[src/rtl/uart_sram_loader.sv]
// Packs UART bytes (first byte = high half) into 16-bit words and writes them to
// consecutive SRAM addresses; an inactivity timeout after the last byte ends the session.
module uart_sram_loader #(
  parameter int unsigned TIMEOUT_CYCLES = 50000000,
  parameter logic [17:0] BASE_ADDRESS   = 18'd0,
  parameter logic [17:0] MAX_WORDS      = 18'd262143
) (
  input  logic        CLOCK_50_I,
  input  logic        resetn,
  input  logic        enable,
  input  logic [7:0]  rx_data,
  input  logic        rx_valid,
  input  logic        rx_frame_error,
  output logic [17:0] SRAM_address,
  output logic [15:0] SRAM_write_data,
  output logic        SRAM_we_n,
  output logic        busy,
  output logic        done,
  output logic [17:0] word_count,
  output logic        frame_error,
  output logic        overflow
);

  localparam int CNT_W = (TIMEOUT_CYCLES > 1) ? $clog2(TIMEOUT_CYCLES) : 1;
  localparam logic [CNT_W-1:0] CNT_LAST = CNT_W'(TIMEOUT_CYCLES - 1);

  typedef enum logic [2:0] {
    S_LD_IDLE,
    S_LD_WAIT_HI,
    S_LD_WAIT_LO,
    S_LD_WRITE,
    S_LD_DONE
  } state_t;

  state_t           state, nxt_state;
  logic             enable_q;
  logic             started, nxt_started;
  logic             pad, nxt_pad;
  logic [CNT_W-1:0] cnt, nxt_cnt;
  logic [7:0]       hold, nxt_hold;
  logic [17:0]      nxt_address, nxt_count;
  logic [15:0]      nxt_wdata;
  logic             nxt_we_n, nxt_busy, nxt_done, nxt_ferr, nxt_ovf;
  logic             fire;

  // The idle timer only runs once the session has seen its first byte.
  assign fire = started && (cnt == CNT_LAST);

  always_comb begin
    nxt_state   = state;
    nxt_address = SRAM_address;
    nxt_wdata   = SRAM_write_data;
    nxt_we_n    = 1'b1;
    nxt_busy    = busy;
    nxt_done    = 1'b0;
    nxt_count   = word_count;
    nxt_ferr    = frame_error;
    nxt_ovf     = overflow;
    nxt_started = started;
    nxt_pad     = pad;
    nxt_hold    = hold;
    nxt_cnt     = cnt;

    if (started && (state inside {S_LD_WAIT_HI, S_LD_WAIT_LO, S_LD_WRITE}) && (cnt != CNT_LAST))
      nxt_cnt = cnt + CNT_W'(1);

    case (state)
      S_LD_IDLE: begin
        if (enable && !enable_q) begin
          nxt_address = BASE_ADDRESS;
          nxt_count   = '0;
          nxt_ferr    = 1'b0;
          nxt_ovf     = 1'b0;
          nxt_busy    = 1'b1;
          nxt_started = 1'b0;
          nxt_pad     = 1'b0;
          nxt_cnt     = '0;
          nxt_state   = S_LD_WAIT_HI;
        end
      end
      S_LD_WAIT_HI: begin
        if (!enable) begin
          nxt_busy  = 1'b0;
          nxt_state = S_LD_IDLE;
        end else if (rx_valid) begin
          nxt_hold    = rx_data;
          nxt_started = 1'b1;
          nxt_cnt     = '0;
          nxt_ferr    = frame_error | rx_frame_error;
          nxt_state   = S_LD_WAIT_LO;
        end else if (fire) begin
          nxt_done  = 1'b1;
          nxt_state = S_LD_DONE;
        end
      end
      S_LD_WAIT_LO: begin
        if (!enable) begin
          nxt_busy  = 1'b0;
          nxt_state = S_LD_IDLE;
        end else if (rx_valid) begin
          nxt_wdata = {hold, rx_data};
          nxt_we_n  = (word_count >= MAX_WORDS);
          nxt_cnt   = '0;
          nxt_ferr  = frame_error | rx_frame_error;
          nxt_pad   = 1'b0;
          nxt_state = S_LD_WRITE;
        end else if (fire) begin
          // Odd trailing byte: pad the low half and finish after this write.
          nxt_wdata = {hold, 8'h00};
          nxt_we_n  = (word_count >= MAX_WORDS);
          nxt_pad   = 1'b1;
          nxt_state = S_LD_WRITE;
        end
      end
      S_LD_WRITE: begin
        // The strobe is already on the bus this cycle, so bookkeeping happens even on abort.
        if (!SRAM_we_n) begin
          nxt_address = SRAM_address + 18'd1;
          nxt_count   = word_count + 18'd1;
        end else begin
          nxt_ovf = 1'b1;
        end
        if (!enable) begin
          nxt_busy  = 1'b0;
          nxt_state = S_LD_IDLE;
        end else if (pad) begin
          nxt_done  = 1'b1;
          nxt_state = S_LD_DONE;
        end else if (rx_valid) begin
          nxt_hold  = rx_data;
          nxt_cnt   = '0;
          nxt_ferr  = frame_error | rx_frame_error;
          nxt_state = S_LD_WAIT_LO;
        end else begin
          nxt_state = S_LD_WAIT_HI;
        end
      end
      S_LD_DONE: begin
        nxt_busy  = 1'b0;
        nxt_state = S_LD_IDLE;
      end
      default: nxt_state = S_LD_IDLE;
    endcase
  end

  always_ff @(posedge CLOCK_50_I or negedge resetn) begin
    if (!resetn) begin
      state           <= S_LD_IDLE;
      enable_q        <= 1'b0;
      started         <= 1'b0;
      pad             <= 1'b0;
      cnt             <= '0;
      SRAM_address    <= BASE_ADDRESS;
      SRAM_write_data <= '0;
      SRAM_we_n       <= 1'b1;
      busy            <= 1'b0;
      done            <= 1'b0;
      word_count      <= '0;
      frame_error     <= 1'b0;
      overflow        <= 1'b0;
    end else begin
      state           <= nxt_state;
      enable_q        <= enable;
      started         <= nxt_started;
      pad             <= nxt_pad;
      cnt             <= nxt_cnt;
      SRAM_address    <= nxt_address;
      SRAM_write_data <= nxt_wdata;
      SRAM_we_n       <= nxt_we_n;
      busy            <= nxt_busy;
      done            <= nxt_done;
      word_count      <= nxt_count;
      frame_error     <= nxt_ferr;
      overflow        <= nxt_ovf;
    end
  end

  always_ff @(posedge CLOCK_50_I) begin
    hold <= nxt_hold;
  end

endmodule
[config.mk]
export PLATFORM = sky130hd
export DESIGN_NAME = uart_sram_loader
export DESIGN_NICKNAME = d
export VERILOG_FILES = /design/src/rtl/uart_sram_loader.sv
export SDC_FILE = /design/constraint.sdc
export NUM_CORES = 1
export LEC_CHECK = 0
export ABC_AREA = 1
export BUFFER_PORTS_ARGS = -buffer_cell sky130_fd_sc_hd__buf_2
export CORE_UTILIZATION = 35
export CTS_CLUSTER_DIAMETER = 120
export DETAILED_ROUTE_END_ITERATION = 16
export HOLD_SLACK_MARGIN = 0.08
export PLACE_DENSITY_LB_ADDON = 0.25
export SYNTH_ARGS = -nofsm -noshare
export SYNTH_HDL_FRONTEND = slang
export SYNTH_SLANG_ARGS = --single-unit
[constraint.sdc]
create_clock -name CLOCK_50_I -period 1.9 [get_ports CLOCK_50_I]
set_input_delay 0.38 -clock CLOCK_50_I [delete_from_list [all_inputs] [get_ports CLOCK_50_I]]
set_output_delay 0.38 -clock CLOCK_50_I [all_outputs]
set_load 0.01 [all_outputs]
-- Word level (Yosys, flattened, before mapping)
Cells that the tools add are included.
- register bits: 97
- input bits: 13
- output and inout bits: 57
- logic and storage cells: 121
- $add $sub $neg: 3
- magnitude comparators: 1
- equal/unequal tests: 19
- muxes and demuxes: 58
- bitwise operators: 1
- reduce and logical (&&, ||, !) cells: 25
- operators by type and width (kind ; number):
    $mux 26 ; 6
    $pmux 26 s3 ; 1
    $pmux 18 s2 ; 2
    $mux 18 ; 3
    $add 18x1->18 const B ; 2
    $mux 16 ; 2
    $mux 8 ; 4
    $mux 3 ; 9
    $add 26x1->26 const B ; 1
    $eq 26x26->1 const B ; 1
    $ne 26x26->1 const B ; 1
    $mux 1 ; 22
    $ge 18x18->1 const B ; 1
    $ne 2x2->1 const B ; 9
    $pmux 8 s2 ; 1
    $reduce_and 3->1 ; 5
    $pmux 3 s4 ; 1
    $reduce_and 4->1 ; 3
    $reduce_bool 2->1 ; 5
    $reduce_bool 3->1 ; 3
    $ne 4x4->1 const B ; 2
    $pmux 1 s2 ; 4
    $eq 3x2->1 const B ; 2
    $pmux 1 s3 ; 2
    12 further kinds ; 15

-- Longest topological paths before layout
Gate-level depths: netlist of run 1.
- word-level depth: 9
- gate-level depth with buffers: 12
- gate-level depth less buffers: 12

-- Least setup slack after synthesis of run 1
Ideal clock, no wire load.
- path kind: register -> register
- start point: register cnt[0]
- end point: register SRAM_write_data[10]
- arrival: 1.478 ns
- data required time: 1.779 ns
- path slack: 0.301 ns
- cell stages (with the launch flop): 12
- clock period less this slack: 1.599 ns
- cell sequence: dfrtp_1 -> ha_1 -> nand3_1 -> inv_1 -> nand2_1 -> nor2_4 -> nand3_1 -> nand2_1 -> nand2_4 -> buf_6 -> o21ai_1 -> nand2_1
- cells in the longest elaborated chain, start to end: 4
- ends and longest elaborated chain (what ; line ; RTL):
    from (decl) ; 39 ; logic [CNT_W-1:0] cnt, nxt_cnt;
    from (signal assigned) ; 166 ; cnt <= nxt_cnt;
    $eq 26x26->1 ; 47 ; assign fire = started && (cnt == CNT_LAST);
    $logic_and 1x1->1 ; 47 ;
    $reduce_bool 2->1 (no source line) ; n/a ;
    $reduce_and 3->1 (no source line) ; n/a ;
    to (signal assigned) ; 168 ; SRAM_write_data <= nxt_wdata;
    to (decl) ; 15 ; output logic [15:0] SRAM_write_data,
No other way between the ends.
A chain may end at the register's enable or synchronous reset.

-- Worst setup path in the final report of run 1
- start point: register state[1]
- end point: register SRAM_address[10]
- cells in the longest elaborated chain, start to end: 3
- elaborated cells on any way between the ends: 7
- those cells by class: 3 x eq/ne; 1 x mux; 3 x reduce/logical
- ends and longest elaborated chain (what ; line ; RTL):
    from (decl) ; 35 ; state_t state, nxt_state;
    from (signal assigned) ; 162 ; state <= nxt_state;
    $eq 3x2->1 or $logic_not 3->1 (tied branches) ; 67 ; case (state)
    $ne 2x2->1 (no source line) or $reduce_bool 2->1 (tied branches) ; n/a ;
    $reduce_and 3->1 (no source line) ; n/a ;
    to (signal assigned) ; 167 ; SRAM_address <= nxt_address;
    to (decl) ; 14 ; output logic [17:0] SRAM_address,
Parallel ways exist; a longest one is shown, timed or not.

==> results of run 1 <==
flip-flops by register name (all words and copies together) (netlist names):
name / count
enable_q: 1
cnt: 26
SRAM_we_n: 1
pad: 1
word_count: 18
frame_error: 1
done: 1
SRAM_write_data: 16
started: 1
hold: 8
state: 3
overflow: 1
SRAM_address: 18
busy: 1
worst max-delay path by stage:
stage                              start                               to  slack [ns]
floorplan               cnt[0]$_DFF_PN0_  SRAM_write_data[10]$_DFFE_PN0P_        0.30
global placement       cnt[22]$_DFF_PN0_              SRAM_we_n$_DFF_PN1_        0.05
detailed placement      cnt[0]$_DFF_PN0_  SRAM_write_data[11]$_DFFE_PN0P_        0.05
CTS                     cnt[0]$_DFF_PN0_   SRAM_write_data[8]$_DFFE_PN0P_        0.03
global route            cnt[0]$_DFF_PN0_  SRAM_write_data[14]$_DFFE_PN0P_      -0.003
finish              state[1]$_DFFE_PN0P_     SRAM_address[10]$_DFFE_PN0P_        0.16
worst register-to-register path: cells and delay by family (launching register included):
family / cells / cell delay, ns
DFF: 1 / 0.46
and+or+nand+nor: 11 / 1.10
buffers and inverters: 1 / 0.09
cell usage after synthesis (all sizes together) (3+ instances only):
master and count:
nor3 24, a21oi 33, o31ai 4, nor3b 3, nand2 185, xor2 8
nor2 101, nand4 25, buf 8, nand3 45, o21ai 54, inv 78
dfrtp 88, edfxtp 8, clkbuf 5, ha 3
per-stage QoR:
step           setup TNS, ns  power, W  area, µm²  hold slack, ns  std cells
2_1_floorplan              0   0.00392       5290          0.0844        687
3_3_place_gp               0   0.00458       5990           0.347        951
3_5_place_dp               0   0.00459       5990           0.349        951
4_1_cts                    0   0.00650       6300           0.195        968
5_1_grt             -0.00621   0.00694       6400           0.193        973
6_report                   0   0.00648       6400           0.207        973
cell type report:
class | instances | area share, %
clock inverters | 6 | 0.978
repair buffers | 97 | 9.21
flip-flops and latches | 97 | 38.7
well taps | 184 | 3.60
inverters | 79 | 4.71
multi-input cells | 500 | 39.1
clock buffers | 10 | 3.74
placed cells by master (no fill, tap or decap), types with 6 or more instances in the layout:
cell,netlist,final
nand2_1,177,176
dfrtp_1,88,85
nor2_1,88,84
inv_1,70,70
buf_2,4,68
nand3_1,41,40
o21ai_0,36,36
a21oi_1,33,33
nand4_1,25,25
buf_4,1,25
nor3_1,23,23
o21ai_1,18,18
nor2_4,7,9
clkbuf_16,0,9
nor2_2,5,8
xor2_1,8,8
edfxtp_1,8,8
inv_2,7,6
layer usage:
layer	part of all wire [%]	track usage (%)	up-vias
li1	-	-	2446
met1	49	25.4	2236
met2	46	29.3	89
met3	3.6	4.42	8
met4	0.87	4.16	0
met5	0	0	-
logic make-up (layout without fill, tap and decap cells):
family / Yosys count / after routing / synth area share, %
and+or+nand+nor: 389 / 391 / 34.1
AOI/OAI and AO/OA: 98 / 98 / 9.96
DFF: 97 / 97 / 46.7
buffers and inverters: 92 / 192 / 7.17
xor gates and xnor gates: 8 / 8 / 1.33
adders and majority gates: 3 / 3 / 0.710
power by group:
part,total [W],internal (W),switching (W)
Clock,0.00189,0.000972,0.000914
Combinational,0.00190,0.000685,0.00122
Sequential,0.00269,0.00245,0.000241
Total,0.00648,0.00411,0.00237
repair_timing:
| item | in CTS | in global routing |
|---|---|---|
| resized for setup | 0 | 17 |
| hold endpoints to repair | 26 | 0 |
| setup endpoints to repair | 0 | 43 |
| buffers inserted | 0 | 3 |
| hold buffers | 1 | 0 |
==> out/metrics.yaml, run 1 <==
outcome:
  status: "finished, violations left"
  violations: "DRC"
timing:
  setup_violations: 0
  fin_crit_sh_pct: 91.4
  hold_viol: 0
  setup_ws_ns: 0.163
  finClkSkew_ns: 0.00878
  max-slew-margin-rel_pct: 72.8
  maxSlewViolCount: 0
  timing.fmax_mhz: 576
  worst_slew_pin_slew_ns: 0.408
  fin_crit_ns: 1.74
logic_synthesis:
  async_flop_share_pct: 91.8
  ys.flop_type: "dfrtp_1"
  syn_area_um2: 5290
  ys_seq_area_share_pct: 46.7
  yosys.area.top_type: "dfrtp_1"
  ys_ff_latch: 97
  syn_nets: 703
  synth_warnings: 0
  yosys-top-cells-area: "dfrtp_1 (42%), nand2_1 (13%), nor2_1 (6.2%), inv_1 (5.0%), edfxtp_1 (4.5%)"
  synth_area_per_cell_um2: 7.69
  synth_edf_count: 8
  synth.distinct_cells: 41
  postSynthCellCount: 687
  synth_top_area_share_pct: 41.7
floorplan:
  die_x_um: 125
  coreArea_um2: 14600
  die-area_um2: 15600
  row_count: 44
  boundaryPins: 70
  initial_core_util_pct: 36.1
  die_h_um: 125
critical_path:
  cp-end-kind: "flop"
  path_cells: "nor2_4, nand2_4, nor2_8, inv_2, nand2_4, nand2_2, nor2_4, nand2_1, nor2_2, nand2_1, nand2_1, nor2_1"
  arrival_ns: 1.99
  cp_slowest_stage_delay_ns: 0.46
  r2r_start: "state[1]$_DFFE_PN0P_"
  cp.depth: 12
  r2r_cells: 12
  crit_fanout: 9
  required_ns: 2.15
  crit_top_cell: "nand2_1"
  rrSetupSlack_ns: 0.16
  r2r-end: "SRAM_address[10]$_DFFE_PN0P_"
  cp-start-kind: "flop"
  cp_num_buf_inv: 1
  critPathKind: "flop to flop"
  cpLargestDelayFamily: "simple AND/OR/NAND/NOR gates"
  worst_path_max_delay_cell: "dfrtp_2"
clocking:
  root_buffer: "clkbuf_16"
  clk_path_buf_depth: 2
  cts_made_buffers: 9
  clock_latency_ns: 0.36
  clk_pin_slew_worst_paths_ns: 0.08
  cts_tree: "built"
  clock-sinks: 97
  cts_max_level: 3
detailed_routing:
  drc_errors: 2
  firstDrtPassIters: 11
  vias: 4779
  antenna_left: 0
  wl_per_cell_um: 14.0
  vias_per_cell: 4.91
  drt-initial-drc-count: 244
  drt-total-wl_mm: 13.6
cells_and_area:
  finalCoreUtilization_pct: 43.7
  regArea_um2: 2470
  multi_input_area_um2: 2500
  area_growth_pct: 21.0
  nets: 800
  insertedDiodeCount: 0
  drive_above_1_share_pct: 20.7
  n_fill_cell: 1550
worst_hold_path:
  min_path_type: "input pin to flop"
  min_from: "rx_data[3]"
  hold_depth: 1
  holdPathEnd: "hold[3]$_DFFE_PP_"
placement:
  portBuffers: 69
  routabilityCongestion: 0.819
  hpwl_mm: 9.79
  pre_cts_ws_ns: 0.0463
global_routing:
  overflow: 0
  grt_pass1_wl_mm: 23.1
  grt_max_degree: 38
  antenna_found_initial: 0
  grt.total_usage_pct: 18.5
  grt_pass1_vias: 4525
pwr:
  ir_drop_mv: 0.742
  p_per_area_nw_per_um2: 1010
  p_leak_nw: 3.06
job:
  drv_cap: 0
(Power assumes the default switching activity.)
==> run 2: changes to the inputs <==
PLACE_DENSITY = 0.63   (was default)
PLACE_DENSITY_LB_ADDON = default   (was 0.25)
==> out/metrics.yaml, run 2 (synthesis gave the netlist of run 1 again) <==
outcome:
  status: "finished, violations left"
  violations: "DRC"
cells_and_area:
  final_area_um2: 6420  # +0.43%
  regArea_um2: 2470  # -0.10%
  largestRegisters: "cnt: 26 flops, SRAM_address: 18 flops, word_count: 18 flops"
  insertedDiodeCount: 0  # unchanged
  n_fill_cell: 1486  # -4.1%
  drive_above_1_share_pct: 21.0  # +0.30 points
  mostFrequentLayoutCell: "nand2_1"
  largest_reg_flops: 26  # unchanged
  multi_input_area_um2: 2490  # -0.25%
  nets: 803  # +0.38%
  final_cell_mix: "nand2_1 (175), dfrtp_1 (87), nor2_1 (83), inv_1 (70), buf_2 (68)"
  fin_cells: 976  # +0.31%
  finalCoreUtilization_pct: 43.9  # +0.19 points
  top_register: "cnt"
  area_growth_pct: 21.5
global_routing:
  overflow: 0  # unchanged
  antenna_found_initial: 0  # unchanged
  grt.total_usage_pct: 17.5  # -0.97 points
  grt_max_degree: 38  # unchanged
  grt_pass1_vias: 4381  # -3.2%
  grt_pass1_wl_mm: 21.9  # -4.9%
timing:
  setup_tns_ns: 0  # unchanged
  setup_violations: 0  # unchanged
  worst_slew_pin_slew_ns: 0.519  # +0.111 ns
  fin_crit_ns: 1.78  # +0.0433 ns
  finClkSkew_ns: 0.00691  # -0.00187 ns
  fin_crit_sh_pct: 93.7  # +2.3 points
  whs_ns: 0.218  # +0.0110 ns
  timing.fmax_mhz: 562  # -2.4%
  max-slew-margin-rel_pct: 65.4  # -7.4 points
  maxSlewViolCount: 0  # unchanged
  hold_viol: 0  # unchanged
detailed_routing:
  drt-initial-drc-count: 342  # +40%
  drt-total-wl_mm: 13.2  # -2.8%
  drc_errors: 4  # +2
  firstDrtPassIters: 11  # unchanged
  wl_per_cell_um: 13.6  # -3.1%
  antenna_left: 0  # unchanged
  vias_per_cell: 4.91  # about the same
  vias: 4794  # +0.31%
job:
  drv_cap: 0  # unchanged
critical_path:
  cp_slowest_stage_delay_ns: 0.42  # -0.04 ns
  crit_top_cell: "nand2_1"
  path_cells: "ha_4, nand3_1, inv_1, nand2_1, nor2_4, nand3_1, nand2_2, nand2_4, nor2_2, nand2_1, nand2_1"
  r2r_cells: 11  # -1
  cp-start-kind: "flop"
  crit_fanout: 10  # +1
  cp_num_buf_inv: 1  # unchanged
  required_ns: 2.19  # +0.04 ns
  critPathKind: "flop to flop"
  cp-end-kind: "flop"
  cpLargestDelayFamily: "simple AND/OR/NAND/NOR gates"
  worst_path_max_delay_cell: "dfrtp_1"
  cp.depth: 11  # -1
  arrival_ns: 2.07  # +0.08 ns
floorplan:
  die_x_um: 125  # unchanged
  initial_core_util_pct: 36.1  # unchanged
  coreArea_um2: 14600  # unchanged
  die-area_um2: 15600  # unchanged
  die_h_um: 125  # unchanged
  boundaryPins: 70  # unchanged
  row_count: 44  # unchanged
clocking:
  cts_max_level: 3  # unchanged
  cts_made_buffers: 9  # unchanged
  clock_latency_ns: 0.35  # about the same
  root_buffer: "clkbuf_16"
  clock-sinks: 97  # unchanged
  clk_pin_slew_worst_paths_ns: 0.07  # about the same
  clk_path_buf_depth: 2  # unchanged
  cts_tree: "built"
placement:
  placed_area_um2: 5990  # about the same
  dp_cells: 953  # +0.21%
  hpwl_mm: 9.64  # -1.5%
  portBuffers: 69  # unchanged
  routabilityCongestion: 0.872  # +6.4%
worst_hold_path:
  hold_depth: 1  # unchanged
  min_path_type: "input pin to flop"
pwr:
  internal_power_w: 0.00432  # +5.0%
  comb_power_share_pct: 28.5  # -0.9 points
  ir_drop_mv: 0.771  # +3.8%
  p_per_area_nw_per_um2: 1030  # +1.5%
  clock_power_share_pct: 30.6  # +1.5 points
  p_leak_nw: 3.08  # +0.69%
  p_sw_share_pct: 34.7  # -1.9 points
  pwr-share-seq_pct: 40.9  # -0.6 points
  switchingPower_w: 0.00229  # -3.5%
-- run 2: what timing repair did --
action | CTS | global route
endpoints found under the setup margin | 0 | 27
hold buffers | 1 | 0
hold endpoints to repair | 32 | 0
resized for setup | 0 | 13
buffers inserted | 0 | 4
-- run 2: through the flow --
| step | total power, W | setup WS (ns) |
|---|---|---|
| 2_1_floorplan | 0.00392 | 0.301 |
| 3_3_place_gp | 0.00460 | 0.142 |
| 3_5_place_dp | 0.00460 | 0.0761 |
| 4_1_cts | 0.00665 | 0.0642 |
| 5_1_grt | 0.00701 | -0.0369 |
| 6_report | 0.00661 | 0.120 |
-- run 2: area by class of cell --
class / instances / area share (%)
Multi-Input combinational cell: 500 / 38.8
Sequential cell: 97 / 38.4
Timing Repair Buffer: 100 / 9.27
Inverter: 79 / 4.66
Tap cell: 184 / 3.58
Clock buffer: 9 / 3.51
Clock inverter: 7 / 1.69
-- run 2: layer usage --
metal / part of all wire (%) / global-route usage, %
met1: 48 / 23.5
met2: 47 / 28.4
met3: 3.3 / 2.53
met5: 0 / 0
met4: 1.6 / 6.96
-- run 2: power groups by stage --
stage | clock network [W] | registers, W | logic [W]
floorplan | 0 | 0.00282 | 0.00110
global placement | 0 | 0.00274 | 0.00186
detailed placement | 0 | 0.00273 | 0.00187
CTS | 0.00208 | 0.00270 | 0.00188
global route | 0.00216 | 0.00274 | 0.00211
finish | 0.00202 | 0.00270 | 0.00188
-- run 2: worst register-to-register path, delay by kind of cell, from the launching register on --
family | cells | cell delay (ns)
simple gates | 9 | 1.07
flops | 1 | 0.42
fa+ha+maj | 1 | 0.17
buf+inv | 1 | 0.08
-- run 2: final timing paths --
check / from / endpoint / slack, ns
min in group asynchronous: resetn / cnt[6]$_DFF_PN0_ / 0.56
min reg2reg: hold[7]$_DFFE_PP_ / SRAM_write_data[15]$_DFFE_PN0P_ / 0.45
max: cnt[0]$_DFF_PN0_ / SRAM_write_data[15]$_DFFE_PN0P_ / 0.12
max in group asynchronous: resetn / SRAM_address[12]$_DFFE_PN0P_ / 0.70
max reg2reg: cnt[0]$_DFF_PN0_ / SRAM_write_data[15]$_DFFE_PN0P_ / 0.12
min: rx_data[1] / hold[1]$_DFFE_PP_ / 0.22
==> run 3: changes to the inputs <==
CELL_PAD_IN_SITES_DETAIL_PLACEMENT = 1   (was default)
CELL_PAD_IN_SITES_GLOBAL_PLACEMENT = 2   (was default)
CORE_UTILIZATION = 34   (was 35)
PLACE_DENSITY = 0.91   (was 0.63)
==> out/metrics.yaml, run 3 (synthesis gave the netlist of run 1 again) <==
placement:
  hpwl_mm: 11.6  # +20%
  pre_cts_ws_ns: -0.0227  # -0.0987 ns
  routabilityCongestion: 0.796  # -8.7%
  portBuffers: 69  # unchanged
  placed_area_um2: 6010  # +0.33%
critical_path:
  cp-end-kind: "flop"
  worst_path_max_delay_cell: "dfrtp_1"
  cp-start-kind: "flop"
  r2r_cells: 10  # -1
  cpLargestDelayFamily: "simple AND/OR/NAND/NOR gates"
  cp_num_buf_inv: 1  # unchanged
  cp_slowest_stage_delay_ns: 0.43  # about the same
  crit_fanout: 9  # -1
  rrSetupSlack_ns: 0.07  # -0.05 ns
  path_cells: "ha_4, nand3_2, inv_1, nand2_1, nor2_4, nand3_1, nand2_2, nand2_2, o21ai_1, nand2_1"
  critPathKind: "flop to flop"
  r2r_start: "cnt[0]$_DFF_PN0_"
  r2r-end: "SRAM_write_data[13]$_DFFE_PN0P_"
  arrival_ns: 2.07  # about the same
  required_ns: 2.14  # -0.05 ns
global_routing:
  grt.total_usage_pct: 20.8  # +3.3 points
  overflow: 0  # unchanged
  grt_pass1_vias: 5434  # +24%
  grt_pass1_wl_mm: 26.6  # +21%
  grt_max_degree: 35  # -7.9%
  antenna_found_initial: 0  # unchanged
cells_and_area:
  final_cell_mix: "nand2_1 (173), dfrtp_1 (87), nor2_1 (85), inv_1 (69), buf_2 (68)"
  insertedDiodeCount: 0  # unchanged
  final_area_um2: 6460  # +0.55%
  top_register: "cnt"
  drive_above_1_share_pct: 21.6  # +0.65 points
  n_fill_cell: 1911  # +29%
  mostFrequentLayoutCell: "nand2_1"
  nets: 807  # +0.50%
  largest_reg_flops: 26  # unchanged
  area_growth_pct: 22.2
  largestRegisters: "cnt: 26 flops, SRAM_address: 18 flops, word_count: 18 flops"
outcome:
  status: "finished clean"
worst_hold_path:
  min_path_type: "input pin to flop"
  holdPathEnd: "hold[1]$_DFFE_PP_"
  min_from: "rx_data[1]"
  hold_depth: 1  # unchanged
floorplan:
  die_h_um: 127  # +1.4%
  row_count: 45  # +2.3%
  coreArea_um2: 15200  # +3.8%
  boundaryPins: 70  # unchanged
  die-area_um2: 16100  # +2.9%
  die_x_um: 127  # +1.4%
  initial_core_util_pct: 34.8  # -1.3 points
timing:
  setup_ws_ns: 0.0732  # -0.0466 ns
  worst_slew_pin_slew_ns: 0.497  # -0.0220 ns
  rsz0062_at_grt: "yes"
  setup_violations: 0  # unchanged
  setup_tns_ns: 0  # unchanged
  finClkSkew_ns: 0.0112  # +0.00430 ns
  maxSlewViolCount: 0  # unchanged
  timing.fmax_mhz: 547  # -2.6%
  fin_crit_sh_pct: 96.1  # +2.5 points
  max-slew-margin-rel_pct: 66.9  # +1.5 points
  fin_crit_ns: 1.83  # +0.0466 ns
  hold_viol: 0  # unchanged
clocking:
  clk_pin_slew_worst_paths_ns: 0.07  # about the same
  root_buffer: "clkbuf_16"
  clk_path_buf_depth: 2  # unchanged
  clock_latency_ns: 0.36  # about the same
  clock-sinks: 97  # unchanged
  cts_max_level: 3  # unchanged
  cts_tree: "built"
  cts_made_buffers: 9  # unchanged
pwr:
  comb_power_share_pct: 31.3  # +2.8 points
  ir_drop_mv: 0.526  # -32%
  p_per_area_nw_per_um2: 1030  # about the same
  pwr-share-seq_pct: 41.0  # about the same
  internal_power_w: 0.00415  # -3.9%
  p_sw_share_pct: 37.6  # +2.9 points
  clock_power_share_pct: 27.7  # -2.9 points
  switchingPower_w: 0.00250  # +9.1%
  p_leak_nw: 3.09  # +0.39%
detailed_routing:
  drc_errors: 0  # -4
  drt-initial-drc-count: 205  # -40%
  vias: 5022  # +4.8%
  antenna_left: 0  # unchanged
  wl_per_cell_um: 16.0  # +18%
  vias_per_cell: 5.10  # +3.9%
  firstDrtPassIters: 4  # -7
  drt-total-wl_mm: 15.7  # +19%
job:
  drv_cap: 0  # unchanged
run 3: layout make-up:
cell class	count	area, µm²	area share (%)
multi-input cells	500	2520	39.0
flip-flops and latches	97	2470	38.2
repair buffers	104	642	9.94
inverters	79	304	4.71
well taps	188	235	3.64
clock buffers	9	225	3.49
clock inverters	7	61.3	0.949
run 3: power by group through the flow:
stage          logic [W]  registers (W)  clock network [W]
6_report         0.00208        0.00272            0.00184
5_1_grt          0.00234        0.00277            0.00194
4_1_cts          0.00193        0.00271            0.00187
3_5_place_dp     0.00190        0.00275                  0
3_3_place_gp     0.00182        0.00273                  0
2_1_floorplan    0.00110        0.00282                  0
run 3: worst max-delay path by stage:
stage | cells after the start | slack, ns | endpoint | startpoint
after floorplan | 11 | 0.30 | SRAM_write_data[10]$_DFFE_PN0P_ | cnt[0]$_DFF_PN0_
after global placement | 11 | 0.07 | SRAM_write_data[9]$_DFFE_PN0P_ | cnt[0]$_DFF_PN0_
after detailed placement | 11 | -0.02 | SRAM_write_data[13]$_DFFE_PN0P_ | cnt[0]$_DFF_PN0_
after CTS | 10 | 0.01 | cnt[16]$_DFF_PN0_ | cnt[0]$_DFF_PN0_
after global routing | 10 | -0.04 | cnt[6]$_DFF_PN0_ | state[0]$_DFFE_PN0P_
final | 10 | 0.07 | SRAM_write_data[13]$_DFFE_PN0P_ | cnt[0]$_DFF_PN0_
run 3: repair_timing:
| action | CTS | global route |
|---|---|---|
| gates cloned | 1 | 1 |
| pin swaps | 1 | 5 |
| buffers inserted | 0 | 6 |
| endpoints found under the setup margin | 11 | 39 |
| resized for setup | 3 | 18 |
| hold buffers | 1 | 0 |
| endpoints found under the hold margin | 28 | 0 |
run 3: layer usage:
metal | share of wire [%] | track usage, %
met1 | 45 | 25.9
met2 | 50 | 36.1
met3 | 2.9 | 3.29
met4 | 2.2 | 8.19
met5 | 0 | 0
run 3: through the flow:
step	cells	power, W	utilization [%]	hold slack, ns
final	984	0.00665	42.5	0.214
after global routing	984	0.00705	42.5	0.212
after CTS	977	0.00651	41.6	0.208
after detailed placement	959	0.00465	39.5	0.389
after global placement	959	0.00454	39.5	0.385
after floorplan	687	0.00392	-	0.0844
run 3: worst reg2reg max path: cells and delay by family, from the launching register on:
family | cells | cell delay (ns)
compound gates | 1 | 0.19
fa+ha+maj | 1 | 0.18
simple gates | 7 | 0.82
buf+inv | 1 | 0.08
flops | 1 | 0.43
